$ cat src/rtl/ycc_block_sched_pkg.sv
// Shared types for the Y/Cb/Cr block serializer.
package ycc_block_sched_pkg;

  localparam int BEATS_DEF = 32;

  typedef enum logic [1:0] {
    COMP_Y  = 2'd0,
    COMP_CB = 2'd1,
    COMP_CR = 2'd2
  } comp_t;

  typedef enum logic [1:0] {
    PASS_Y  = 2'd0,
    PLAY_CB = 2'd1,
    PLAY_CR = 2'd2
  } state_t;

endpackage

$ cat src/rtl/ycc_block_sched_blk_store.sv
// One component block held in flops: synchronous write, combinational read.
module blk_store #(
  parameter int N     = 2,
  parameter int BEATS = 32,
  parameter int AW    = 5
) (
  input  logic                clk,
  input  logic                we,
  input  logic [AW-1:0]       waddr,
  input  logic [N-1:0][7:0]   wdata,
  input  logic [AW-1:0]       raddr,
  output logic [N-1:0][7:0]   rdata
);

  logic [N-1:0][7:0] mem [BEATS];

  always_ff @(posedge clk) begin
    if (we) mem[waddr] <= wdata;
  end

  assign rdata = mem[raddr];

endmodule

$ cat src/rtl/ycc_block_sched.sv
// Serializes parallel Y/Cb/Cr 8x8 blocks into Y, then Cb, then Cr blocks.
module ycc_block_sched
  import ycc_block_sched_pkg::*;
#(
  parameter int N     = 2,
  parameter int BEATS = BEATS_DEF
) (
  input  logic                      clk,
  input  logic                      rst,
  input  logic                      in_valid,
  output logic                      in_ready,
  input  logic signed [N-1:0][7:0]  in_data_y,
  input  logic signed [N-1:0][7:0]  in_data_cb,
  input  logic signed [N-1:0][7:0]  in_data_cr,
  input  logic                      in_sob,
  input  logic                      in_eob,
  input  logic                      in_sof,
  output logic                      out_valid,
  input  logic                      out_ready,
  output logic signed [N-1:0][7:0]  out_data,
  output logic [1:0]                out_comp,
  output logic                      out_sob,
  output logic                      out_eob,
  output logic                      out_sof,
  output logic                      proto_err
);

  localparam int CW = (BEATS > 1) ? $clog2(BEATS) : 1;
  localparam logic [CW-1:0] LAST = CW'(BEATS - 1);

  state_t            state;
  logic [CW-1:0]     cnt;
  logic              first;
  logic              last;
  logic              drop;
  logic              acc;
  logic              adv;
  logic              we;
  logic              err_d;
  logic [N-1:0][7:0] cb_rd;
  logic [N-1:0][7:0] cr_rd;

  assign first = (cnt == '0);
  assign last  = (cnt == LAST);

  // A block may only open on a beat flagged sob; anything else is swallowed.
  assign drop = (state == PASS_Y) && first && !in_sob;

  always_comb begin
    in_ready  = 1'b0;
    out_valid = 1'b0;
    out_data  = in_data_y;
    out_comp  = COMP_Y;
    if (!rst) begin
      unique case (state)
        PASS_Y: begin
          in_ready  = drop | out_ready;
          out_valid = in_valid & ~drop;
        end
        PLAY_CB: begin
          out_valid = 1'b1;
          out_data  = cb_rd;
          out_comp  = COMP_CB;
        end
        PLAY_CR: begin
          out_valid = 1'b1;
          out_data  = cr_rd;
          out_comp  = COMP_CR;
        end
        default: ;
      endcase
    end
  end

  assign out_sob = out_valid & first;
  assign out_eob = out_valid & last;
  assign out_sof = out_valid & (state == PASS_Y) & first & in_sof;

  assign acc = in_valid & in_ready;
  assign we  = (state == PASS_Y) & acc & ~drop;
  assign adv = (state == PASS_Y) ? we : out_ready;

  assign err_d = (state == PASS_Y) & acc &
                 (drop |
                  (last & ~in_eob) |
                  (~first & ~last & (in_sob | in_eob)));

  always_ff @(posedge clk or posedge rst) begin
    if (rst) begin
      state     <= PASS_Y;
      cnt       <= '0;
      proto_err <= 1'b0;
    end else begin
      proto_err <= err_d;
      if (adv) begin
        cnt <= last ? '0 : cnt + CW'(1);
        if (last) begin
          unique case (state)
            PASS_Y:  state <= PLAY_CB;
            PLAY_CB: state <= PLAY_CR;
            PLAY_CR: state <= PASS_Y;
            default: state <= PASS_Y;
          endcase
        end
      end
    end
  end

  blk_store #(.N(N), .BEATS(BEATS), .AW(CW)) u_cb (
    .clk   (clk),
    .we    (we),
    .waddr (cnt),
    .wdata (in_data_cb),
    .raddr (cnt),
    .rdata (cb_rd)
  );

  blk_store #(.N(N), .BEATS(BEATS), .AW(CW)) u_cr (
    .clk   (clk),
    .we    (we),
    .waddr (cnt),
    .wdata (in_data_cr),
    .raddr (cnt),
    .rdata (cr_rd)
  );

endmodule

$ cat config.mk
export PLATFORM = sky130hd
export DESIGN_NAME = ycc_block_sched
export DESIGN_NICKNAME = d
export VERILOG_FILES = /design/src/rtl/ycc_block_sched_pkg.sv /design/src/rtl/ycc_block_sched_blk_store.sv /design/src/rtl/ycc_block_sched.sv
export SDC_FILE = /design/constraint.sdc
export NUM_CORES = 1
export LEC_CHECK = 0
export CAP_MARGIN = 20
export CORE_MARGIN = 2
export CORE_UTILIZATION = 55
export CTS_BUF_LIST = sky130_fd_sc_hd__clkbuf_2
export CTS_CLUSTER_DIAMETER = 80
export DETAILED_ROUTE_END_ITERATION = 10
export PLACE_DENSITY = 0.71
export SYNTH_ARGS = -nofsm -noshare
export SYNTH_HDL_FRONTEND = slang
export SYNTH_SLANG_ARGS = --single-unit
$ cat constraint.sdc
create_clock -name clk -period 8.5 [get_ports clk]
set_input_delay 0.85 -clock clk [delete_from_list [all_inputs] [get_ports clk]]
set_output_delay 0.85 -clock clk [all_outputs]
set_load 0.03 [all_outputs]
Word level (Yosys, flattened, before mapping)
Memory sizes are Yosys's and may differ from the RTL's.
Index checks and enable logic that the tools add are counted.
Widths: inputs -> output; s select.
{"block": "word_totals", "regBits": 8, "mem_bits_rw": 1024, "in_bits": 55, "output_inout_bits": 24, "memories": 2}
{"block": "op_classes", "n_addsub": 1, "n_eq_ne": 3, "mux": 13, "n_bitwise": 21, "n_reduce_logical": 7}
{"memory": "u_cb.mem", "words": 32, "width": 16, "rd": 1, "rd_ports_with_merged_regs": 0, "wr": 1, "line": "ycc_block_sched_blk_store.sv:15", "text": "logic [N-1:0][7:0] mem [BEATS];"}
{"memory": "u_cr.mem", "words": 32, "width": 16, "rd": 1, "rd_ports_with_merged_regs": 0, "wr": 1, "line": "ycc_block_sched_blk_store.sv:15"}
{"op": "$pmux 16 s2", "count": 1}
{"op": "$mux 16", "count": 1}
{"op": "$and 1x1->1", "count": 13}
{"op": "$pmux 2 s2", "count": 2}
{"op": "$mux 1", "count": 6}
{"op": "$add 5x1->5 const B", "count": 1}
{"op": "$eq 5x5->1 const B", "count": 1}
{"op": "$logic_not 5->1", "count": 1}
{"op": "$mux 5", "count": 1}
{"op": "$not 1->1", "count": 4}
{"op": "$or 1x1->1", "count": 4}
{"op": "$eq 2x1->1 const B", "count": 1}
{"op": "$eq 2x2->1 const B", "count": 1}
{"op": "$logic_and 1x1->1", "count": 2}
{"op": "$logic_not 2->1", "count": 1}
{"op": "$mux 2", "count": 1}
{"op": "$pmux 1 s2", "count": 1}
{"op": "$reduce_and 2->1", "count": 1}
{"op": "$reduce_or 2->1", "count": 1}
{"op": "$logic_not 1->1", "count": 1}

Longest topological paths before layout
{"block": "depth", "word_depth": 11, "ltp_mapped": 12, "mapped_depth_nobuf": 8}

By module
Synthesis repeated with hierarchy kept, for this count alone.
{"block": "unflattened", "hier_cells": 2375, "hier_area_um2": 41345.9}
{"module": "blk_store", "n_inst": 2, "cells_each": 1127, "area_each_um2": 20215.6, "seq_area_each_um2": 15374.7}
{"module": "ycc_block_sched", "n_inst": 1, "cells_each": 121, "area_each_um2": 914.6, "seq_area_each_um2": 200.2}

Least setup slack after synthesis
No wires, ideal clock.
{"block": "synth_path", "kind": "register to register", "from": "register cnt[1]", "to": "memory u_cb.mem[12][0] (netlist bit) (enable)", "setup_ps": 421, "arrival_time_ps": 3381, "required_time_ps": 8079, "setup_slack_ps": 4698, "path_stages_with_launch": 12, "n_path_buf": 4, "path_cell_list": "dfrtp_1 clkbuf_1 buf_2 buf_4 buf_2 inv_1 ha_1 or4b_4 o21ai_1 nor2_1 nand2_1 nor2_1"}
{"block": "synth_between", "elab_chain_cells": 11}
{"element": "from (decl)", "line": "ycc_block_sched.sv:32", "text": "logic [CW-1:0] cnt;"}
{"element": "from (signal assigned)", "line": "ycc_block_sched.sv:96", "text": "cnt <= last ? '0 : cnt + CW'(1);"}
{"element": "$logic_not 5->1", "line": "ycc_block_sched.sv:43", "text": "assign first = (cnt == '0);"}
{"element": "$logic_and 1x1->1 (2 in a row)", "line": "ycc_block_sched.sv:47", "text": "assign drop = (state == PASS_Y) && first && !in_sob;"}
{"element": "$or 1x1->1", "line": "ycc_block_sched.sv:57", "text": "in_ready = drop | out_ready;"}
{"element": "$mux 1", "line": "ycc_block_sched.sv:55", "text": "unique case (state)"}
{"element": "$mux 1", "line": "ycc_block_sched.sv:54", "text": "if (!rst) begin"}
{"element": "$and 1x1->1", "line": "ycc_block_sched.sv:79", "text": "assign acc = in_valid & in_ready;"}
{"element": "$and 1x1->1 (2 in a row)", "line": "ycc_block_sched.sv:80", "text": "assign we = (state == PASS_Y) & acc & ~drop;"}
{"element": "$mux 1", "line": "ycc_block_sched_blk_store.sv:18", "text": "if (we) mem[waddr] <= wdata;"}
{"element": "$mux 1 (not written as such)", "line": "ycc_block_sched_blk_store.sv:18"}
{"element": "to (decl)", "line": "ycc_block_sched_blk_store.sv:15"}
Several ways; a longest one is shown, not always the timed one.

==> reports/metrics.yaml <==
timing:
  slew-limit-headroom_pct: 23.7
  timing.final.crit_share_pct: 81.3
  final_max_slew_viol_count: 0
  period_minus_slack_ns: 6.91
  setup_tns_ns: 0
  setup_violations: 0
  timing.hold.ws_ns: 0.111
  fmax_ghz: 0.145
  hold_violations: 0
  worst_pin_slew_ns: 1.14
  skew_ns: 0.0838
  rsz0062_at_grt: "false"
final_layout:
  fillers: 5278
  final_cell_mix: "1024 x edfxtp_1, 512 x mux2i_1, 349 x clkbuf_2, 255 x o22ai_1, 78 x clkdlybuf4s50_1"
  layout.cells.most_common: "edfxtp_1"
  post_layout_nonfiller_instances: 3583
  fin_area_mm2: 0.0445
  drive_gt1_share_pct: 18.8
  area_growth_pct: 10.9
  fin_nets: 2513
detailed_routing:
  drt_iter0_markers: 2821
  viasPerCell: 6.28
  ant_nets: 0
  vias: 22514
  drc: 0
  routed_wl_um: 108000
  post_drt_wl_per_cell_um: 30.1
  first_pass_iters: 5
logic_synthesis:
  synth_area_mm2: 0.0401
  synth_edf_count: 1024
  postSynthCellCount: 2195
  synth_async_sr_flop_share_pct: 0.775
  yosys_warnings: 0
  synth_seq_area_share_pct: 77.2
  yosys_most_used_dff: "edfxtp_1"
  avgSynthCellArea_um2: 18.3
  ys_seq_elements: 1032
  synth_cell_types: 47
  syn_nets: 2262
floorplanning:
  core_area_mm2: 0.0719
  die_area_mm2: 0.0751
  dieWidth_um: 274
  rows: 98
  start_util_pct: 55.8
  io_pins: 79
  die_h_um: 274
clock_tree:
  clkTransAtPathRegs_ns: 0.10
  cts_tree: "done"
  clk_latency_ns: 1.50
  post_cts_buffers: 0
  numCtsBuffers: 235
  cts.sinks: 1032
  ctsResizeCount: 0
  cts.path.max_buffers: 3
  htree_num_levels: 4
  cts_root_buffer: "clkbuf_2"
place:
  dp_cells: 3148
  dp_hpwl_um: 52600
  port_buffers: 78
  placed_cell_area_mm2: 0.0421
  place_congestion: 0.785
power:
  leakage_uw: 0.0156
  power.density_mw_per_mm2: 271
  ir_drop_mv: 0.225
  finalPower_uw: 12000
grt:
  grtUsageTotal_pct: 28.9
  grt-ovfl-total: 0
  grt_max_degree: 111
  grt_pass1_vias: 22351
  grt_first_pass_wirelength_um: 152000
  antenna_found_initial: 2
worst_setup_path:
  start_kind: "register"
  arrival_ns: 6.06
  cp_top_family: "simple AND/OR/NAND/NOR gates"
  crit_buf_inv: 2
  reg2reg_depth: 8
  critPathKind: "reg2out"
  slowest_stage: "dfrtp_1"
  crit_cells: 8
  cp-end-kind: "output pin"
  path_max_fanout: 30
  cp_cell_sequence: "or4_2 -> buf_4 -> o22ai_1 -> nor4_1 -> nand2_1 -> a221oi_1 -> a21oi_1 -> clkdlybuf4s50_1"
  slowest_delay_ns: 0.99
  reg2reg_from: "cnt[1]$_DFFE_PP0P_"
  cp.required_ns: 7.65
  regToRegSetupSlack_ns: 4.18
  r2r-end: "u_cb.mem[13][10]$_DFFE_PP_"
min_path:
  hold_end: "u_cb.mem[25][6]$_DFFE_PP_"
  min_path_cells: 1
  holdCritStartpoint: "in_data_cb[6]"
  min_path_type: "in2reg"
flow_run:
  max_cap_violations: 0
outcome:
  outcome: "complete, no violations"
[routing by layer]
layer  track usage (%)  wire length [µm]  part of all wire (%)  vias to the layer above
met3              6.84             10900                    10                      230
met2              46.5             52100                    48                     1351
met1              38.3             41200                    38                    11366
met4              11.4              3490                   3.2                        2
met5                 0                13                 0.012                        -
li1                  -                 -                     -                     9565
[power by group]
part	internal [µW]	switching, µW
clock network	1190	1860
logic	1190	1980
registers	5670	144
total	8060	3980
[area by class of cell]
class / count / area [µm²] / area share, %
flip-flops and latches: 1032 / 31000 / 69.6
multi-input cells: 1007 / 8640 / 19.4
clock buffers: 349 / 1750 / 3.93
repair buffers: 147 / 1450 / 3.27
well taps: 950 / 1190 / 2.67
clock inverters: 74 / 393 / 0.884
inverters: 23 / 86.3 / 0.194
diodes: 1 / 2.50 / 0.00563
[registers in the layout, indices dropped and copies added (netlist names)]
register and flops:
u_cr.mem 512, u_cb.mem 512, state 2, proto_err 1
cnt 5
[stage by stage]
step                setup slack, ns  utilization, %
floorplan                      4.70               -
global placement               3.20            58.6
detailed placement             3.14            58.6
CTS                            1.53            61.6
global route                   1.32            61.9
finish                         1.59            61.9
[cell usage after synthesis, types with 2 or more instances]
library cell	count	share of area, %
a21oi_1	11	0.14
a21oi_2	5	0.11
a221oi_1	11	0.24
a221oi_2	5	0.19
and3_1	3	0.047
buf_2	93	1.2
buf_4	17	0.32
buf_6	9	0.25
clkbuf_1	13	0.12
dfrtp_1	8	0.50
edfxtp_1	1024	77
ha_1	12	0.37
inv_1	23	0.22
mux2_1	2	0.056
mux2_2	2	0.056
mux2i_1	512	13
nand2_1	41	0.38
nand2b_1	2	0.031
nand3_1	4	0.050
nand3b_1	3	0.056
nand4b_1	3	0.066
nand4bb_1	6	0.17
nor2_1	35	0.33
nor2b_1	3	0.047
nor4_1	64	1.0
o21ai_0	2	0.025
o21ai_1	3	0.037
o22ai_1	255	4.0
o31ai_1	2	0.037
or3b_2	2	0.044
or4b_1	3	0.075
or4b_4	2	0.069
[kinds of logic after synthesis]
group	after synthesis	synth area share [%]
and+or+nand+nor	180	2.55
adders and majority gates	12	0.375
DFF	1032	77.2
buffers and inverters	156	2.08
AOI/OAI and AO/OA	299	4.89
muxes	516	12.9
[repair_timing]
item / CTS / global route
endpoints found under the hold margin: 9 / 3
endpoints found under the setup margin: 0 / 0
hold buffers: 2 / 1
[worst max-delay path by stage]
stage | start | end | slack (ns)
finish | cnt[2]$_DFFE_PP0P_ | out_data[9] | 1.59
global route | cnt[2]$_DFFE_PP0P_ | out_data[4] | 1.32
CTS | cnt[2]$_DFFE_PP0P_ | out_data[9] | 1.53
detailed placement | cnt[2]$_DFFE_PP0P_ | out_data[9] | 3.14
global placement | cnt[2]$_DFFE_PP0P_ | out_data[9] | 3.20
floorplan | cnt[1]$_DFFE_PP0P_ | u_cb.mem[12][0]$_DFFE_PP_ | 4.70
No activity file was read; power rests on OpenSTA's default activity.
